File: src/rtl/fetch_stage_if.sv
// Instruction-memory request/response bus between the fetch stage and the memory.
interface fetch_stage_if #(parameter int DATA_W = 32);
  logic              imem_req;
  logic [DATA_W-1:0] imem_addr;
  logic              imem_ack;
  logic [DATA_W-1:0] imem_rdata;

  modport master (output imem_req, imem_addr, input imem_ack, imem_rdata);
  modport slave  (input imem_req, imem_addr, output imem_ack, imem_rdata);
endinterface

File: src/rtl/fetch_stage.sv
// Instruction fetch stage: drives the PC register, issues one outstanding imem
// request at a time and delivers responses into the IF/ID register with a one-entry skid.
module fetch_stage #(
  parameter int DATA_W = 32
) (
  input  logic              clk,
  input  logic              reset,
  input  logic [DATA_W-1:0] pc,
  output logic [DATA_W-1:0] pc_next,
  output logic              pc_hold,
  fetch_stage_if.master     imem,
  input  logic              redirect,
  input  logic [DATA_W-1:0] redirect_target,
  input  logic              halt,
  input  logic              stall,
  output logic              if_valid,
  output logic [DATA_W-1:0] if_instr,
  output logic [DATA_W-1:0] if_pc
);

  typedef enum logic [1:0] {IDLE, WAIT, DROP, SKID} state_t;

  state_t            state;
  logic [DATA_W-1:0] skid_instr;
  logic [DATA_W-1:0] skid_pc;
  logic              slot_free;
  logic              acked;
  logic              issue;

  always_comb begin
    slot_free = !if_valid || !stall;
    acked     = (state == WAIT) && imem.imem_ack;
    issue     = ((state == IDLE) || acked) && !halt && !redirect && slot_free;
    pc_hold   = 1'b1;
    pc_next   = pc;
    if (!reset) begin
      pc_next = '0;
    end else if (redirect) begin
      pc_hold = 1'b0;
      pc_next = redirect_target;
    end else if (issue) begin
      pc_hold = 1'b0;
      pc_next = pc + DATA_W'(1);
    end
  end

  always_ff @(posedge clk or negedge reset) begin
    if (!reset) begin
      state          <= IDLE;
      imem.imem_req  <= 1'b0;
      imem.imem_addr <= '0;
      if_valid       <= 1'b0;
      if_instr       <= '0;
      if_pc          <= '0;
      skid_instr     <= '0;
      skid_pc        <= '0;
    end else begin
      // Decode consumes the IF/ID entry; a new response below may refill it.
      if (if_valid && !stall) if_valid <= 1'b0;

      case (state)
        IDLE: begin
          if (issue) begin
            imem.imem_req  <= 1'b1;
            imem.imem_addr <= pc;
            state          <= WAIT;
          end
        end
        WAIT: begin
          if (imem.imem_ack) begin
            if (redirect) begin
              imem.imem_req <= 1'b0;
              state         <= IDLE;
            end else if (slot_free) begin
              if_valid <= 1'b1;
              if_instr <= imem.imem_rdata;
              if_pc    <= imem.imem_addr;
              if (issue) begin
                imem.imem_addr <= pc;
              end else begin
                imem.imem_req <= 1'b0;
                state         <= IDLE;
              end
            end else begin
              skid_instr    <= imem.imem_rdata;
              skid_pc       <= imem.imem_addr;
              imem.imem_req <= 1'b0;
              state         <= SKID;
            end
          end else if (redirect) begin
            state <= DROP;
          end
        end
        DROP: begin
          // Request stays up until the stale response arrives, then it is thrown away.
          if (imem.imem_ack) begin
            imem.imem_req <= 1'b0;
            state         <= IDLE;
          end
        end
        SKID: begin
          if (redirect) begin
            state <= IDLE;
          end else if (!stall) begin
            if_valid <= 1'b1;
            if_instr <= skid_instr;
            if_pc    <= skid_pc;
            state    <= IDLE;
          end
        end
        default: state <= IDLE;
      endcase

      if (redirect) if_valid <= 1'b0;
    end
  end

endmodule

File: src/flat_wrapper.sv
// flat-port wrapper written by rule: the top's interface ports become plain ports
module fetch_stage_flat 
#(
  parameter int DATA_W = 32
)
  (clk, reset, pc, pc_next, pc_hold, redirect, redirect_target, halt, stall, if_valid, if_instr, if_pc, imem_imem_req, imem_imem_addr, imem_imem_ack, imem_imem_rdata);
  fetch_stage_if #(.DATA_W(DATA_W)) imem_i ();
  input  logic clk;
  input  logic reset;
  input  logic [DATA_W-1:0] pc;
  output logic [DATA_W-1:0] pc_next;
  output logic pc_hold;
  input  logic redirect;
  input  logic [DATA_W-1:0] redirect_target;
  input  logic halt;
  input  logic stall;
  output logic if_valid;
  output logic [DATA_W-1:0] if_instr;
  output logic [DATA_W-1:0] if_pc;
  output wire logic [$bits(imem_i.imem_req)-1:0] imem_imem_req;
  output wire logic [$bits(imem_i.imem_addr)-1:0] imem_imem_addr;
  input wire logic [$bits(imem_i.imem_ack)-1:0] imem_imem_ack;
  input wire logic [$bits(imem_i.imem_rdata)-1:0] imem_imem_rdata;
  assign imem_imem_req = imem_i.imem_req;
  assign imem_imem_addr = imem_i.imem_addr;
  assign imem_i.imem_ack = imem_imem_ack;
  assign imem_i.imem_rdata = imem_imem_rdata;
  fetch_stage #(.DATA_W(DATA_W)) u_core (.clk(clk), .reset(reset), .pc(pc), .pc_next(pc_next), .pc_hold(pc_hold), .imem(imem_i), .redirect(redirect), .redirect_target(redirect_target), .halt(halt), .stall(stall), .if_valid(if_valid), .if_instr(if_instr), .if_pc(if_pc));
endmodule
File: config.mk
export PLATFORM = sky130hd
export DESIGN_NAME = fetch_stage_flat
export DESIGN_NICKNAME = d
export VERILOG_FILES = /design/src/rtl/fetch_stage_if.sv /design/src/rtl/fetch_stage.sv /design/src/flat_wrapper.sv
export SDC_FILE = /design/constraint.sdc
export NUM_CORES = 1
export LEC_CHECK = 0
export BUFFER_PORTS_ARGS = -buffer_cell sky130_fd_sc_hd__buf_2
export CAP_MARGIN = 20
export CORE_ASPECT_RATIO = 1.5
export CORE_MARGIN = 4
export CORE_UTILIZATION = 48
export CTS_CLUSTER_DIAMETER = 80
export DETAILED_ROUTE_END_ITERATION = 12
export GPL_ROUTABILITY_DRIVEN = 0
export GPL_TIMING_DRIVEN = 1
export HOLD_SLACK_MARGIN = 0.12
export PLACE_DENSITY = 0.77
export SETUP_SLACK_MARGIN = 0.05
export SLEW_MARGIN = 10
export SYNTH_ARGS = -nofsm -noshare
export SYNTH_HDL_FRONTEND = slang
export SYNTH_SLANG_ARGS = --single-unit
File: constraint.sdc
create_clock -name clk -period 1.8 [get_ports clk]
set_input_delay 0.09 -clock clk [delete_from_list [all_inputs] [get_ports clk]]
set_output_delay 0.09 -clock clk [all_outputs]
set_load 0.02 [all_outputs]
==> results.json <==
{
  "run_status": "complete, but fails checks",
  "failed_checks": "negative setup slack",
  "ir_worst_vdd_uv": 973,
  "nets": 1208,
  "grt_pass1_vias": 8523,
  "maxCapViolCount": 0,
  "drt_pass1_iterations": 7,
  "track_usage_pct": 31.9,
  "drt_first_iter_violations": 677,
  "layout_min_cycle_time_ns": 2.46,
  "gr-total-overflow": 0,
  "rsz0062_at_grt": "yes",
  "hpwl_mm": 17.7,
  "ys.flop_type": "dfrtp_1",
  "areaGrowthSynthToFinish_pct": 69.8,
  "place_ws_ns": -0.241,
  "core_sq_um": 17300,
  "fillers": 824,
  "slowest_stage": "or4_4",
  "cts.sinks": 164,
  "synth_async_sr_flop_share_pct": 100,
  "final_cell_mix": "buf_2, dfrtp_1, mux2_4",
  "finish.utilization_pct": 82.8,
  "ys_seq_area_share_pct": 48.7,
  "antenna_left": 0,
  "grt_pass1_wl_mm": 48.0,
  "start_kind": "register",
  "grt_max_degree": 58,
  "relSlewSlack_pct": 52.0,
  "h-tree-depth": 4,
  "vias_per_cell": 6.20,
  "cts-root-buf": "clkbuf_16",
  "instances_no_fill": 1329,
  "critPathCaptureType": "output port",
  "drcViolationCount": 0,
  "crit_start": "u_core.if_valid",
  "die_w_um": 116,
  "synth_edf_count": 0,
  "die_area_sq_um": 19800,
  "worst_path_largest_cell_delay_ns": 0.49,
  "cp.required_ns": 1.71,
  "r2r_setup_slack_ns": -0.48,
  "tritoncts": "done",
  "final_common_cell": "buf_2",
  "synth_area_sq_um": 8420,
  "synth_cell_type_count": 54,
  "fin_tns_setup_ns": -68.54,
  "netlist_instances": 671,
  "ioPinCount": 233,
  "hp-class": "in2async",
  "yosys_warnings": 0,
  "cp_cell_sequence": "a211oi_4 -> buf_6 -> nand4_4 -> or4_4 -> a31oi_4 -> buf_4",
  "fin_skew_ns": 0.0103,
  "power_density_nw_per_um2": 1410,
  "multiInputGateArea_sq_um": 5340,
  "dpl-instance-area_sq_um": 10800,
  "path_max_fanout": 6,
  "antenna_found_initial": 6,
  "synth_nets": 778,
  "layout_setup_ws_ns": -0.661,
  "totalWireLength_mm": 34.7,
  "vias": 8239,
  "start_util_pct": 48.8,
  "ys_ff_latch": 164,
  "final_cell_area_sq_um": 14300,
  "cts_buffer_depth": 2,
  "crit_arrival_ns": 2.37,
  "finalPower_mw": 20.2,
  "fin_crit_sh_pct": 137,
  "dp.cells": 1167,
  "tightest_slew_ns": 0.720,
  "row_count": 59,
  "post_drt_wl_per_cell_um": 26.1,
  "die-height_um": 170,
  "leakage_nw": 6.61,
  "ff_latch_area_sq_um": 4110,
  "hold_viol": 0,
  "slew_viol_final": 0,
  "io_buffers": 232,
  "clk_pin_slew_ns": 0.07,
  "drive_gt1_share_pct": 65.6,
  "criticalPathCategory": "reg2out",
  "synth.avg_cell_area_sq_um": 12.6,
  "path_delay_family": "simple AND/OR/NAND/NOR gates",
  "numCtsBuffers": 17,
  "setup_viol": 196,
  "reg2reg_from": "u_core.state[1]",
  "path_buf_inv": 2,
  "insertion_delay_ns": 0.43,
  "whs_ns": 0.123,
  "fmax_ghz": 0.406
}
-- metal layers --
layer	global-route usage, %	wire (um)
met5	0	43
met4	14.8	2140
met3	8.47	2820
met2	54.8	17500
met1	36.6	12200
-- worst reg2reg max path, delay by kind of cell (launching register included) --
kind                       cells  cell delay, ns
and+or+nand+nor                2            0.19
AOI/OAI and AO/OA              1            0.20
DFF                            1            0.40
muxes                          1            0.30
buffers and inverters          8            0.92
adders and majority gates      1            0.16
-- Yosys cell counts (all sizes together), types with 2 or more instances --
cell type | instances | share of area (%)
o311ai | 2 | 0.21
nand2 | 11 | 0.49
nand3 | 16 | 0.95
a211o | 3 | 0.31
dfrtp | 164 | 49
a32o | 2 | 0.24
nor2b | 4 | 0.30
nand2b | 4 | 0.30
clkbuf | 27 | 1.2
a31oi | 16 | 1.2
o211a | 2 | 0.24
xnor2 | 4 | 0.42
and2 | 2 | 0.15
nor4 | 5 | 0.55
o21ai | 27 | 1.6
ha | 5 | 0.74
nand4 | 17 | 1.4
nor3 | 8 | 0.48
a32oi | 3 | 0.31
xor2 | 3 | 0.31
o21a | 2 | 0.18
nor2 | 8 | 0.39
a211oi | 4 | 0.51
and3 | 11 | 0.82
or3 | 4 | 0.30
or4 | 13 | 1.2
a21oi | 9 | 0.53
o31ai | 13 | 1.2
and4 | 10 | 1.0
a22o | 2 | 0.21
buf | 20 | 1.3
a21o | 2 | 0.18
inv | 9 | 0.40
mux2 | 225 | 30
-- state kept, by name, summed over array words and instances, names as in the netlist --
signal and flops:
u_core.state 2, u_core.skid_instr 32, u_core.if_instr 32, u_core.skid_pc 32
u_core.imem.imem_req 1, u_core.if_pc 32, u_core.if_valid 1, u_core.imem.imem_addr 32
-- path summary, 6_finish.rpt --
path / endpoint / cells past startpoint
worst max register to register: u_core.if_pc[30] / 13
min in group clk: u_core.state[1] / 4
max in group asynchronous: u_core.imem.imem_addr[22] / 5
worst min-delay path: u_core.skid_instr[8] / 3
worst min register to register: u_core.if_pc[14] / 1
worst max-delay path: pc_next[21] / 6
-- final cells by class --
cell class	instances	area share, %
Clock inverter	15	1.16
Sequential cell	164	28.7
Timing Repair Buffer	456	27.6
Multi-Input combinational cell	453	37.4
Tap cell	213	1.86
Clock buffer	17	2.98
Antenna cell	2	0.0350
Inverter	9	0.236
-- logic make-up (layout without fill, tap and decap cells) --
family,count (synthesis),after routing,synth area share [%]
muxes,226,226,30.2
DFF,164,164,48.7
and+or+nand+nor,118,120,8.85
AOI/OAI and AO/OA,95,95,7.80
buffers and inverters,56,497,2.94
xor gates and xnor gates,7,7,0.728
adders and majority gates,5,5,0.743
other,0,2,0
-- repair_timing --
item,4_1_cts,5_1_grt
gates cloned,17,0
hold buffers,66,0
buffers inserted,40,20
resized for setup,261,116
setup endpoints to repair,196,196
endpoints found under the hold margin,143,0
pin swaps,32,27
-- power breakdown --
part	total [mW]	switching, mW	internal (mW)
Sequential	6.57	1.29	5.28
Clock	3.69	1.72	1.97
Combinational	9.94	4.59	5.35
Total	20.2	7.60	12.6
(Power assumes the default switching activity.)
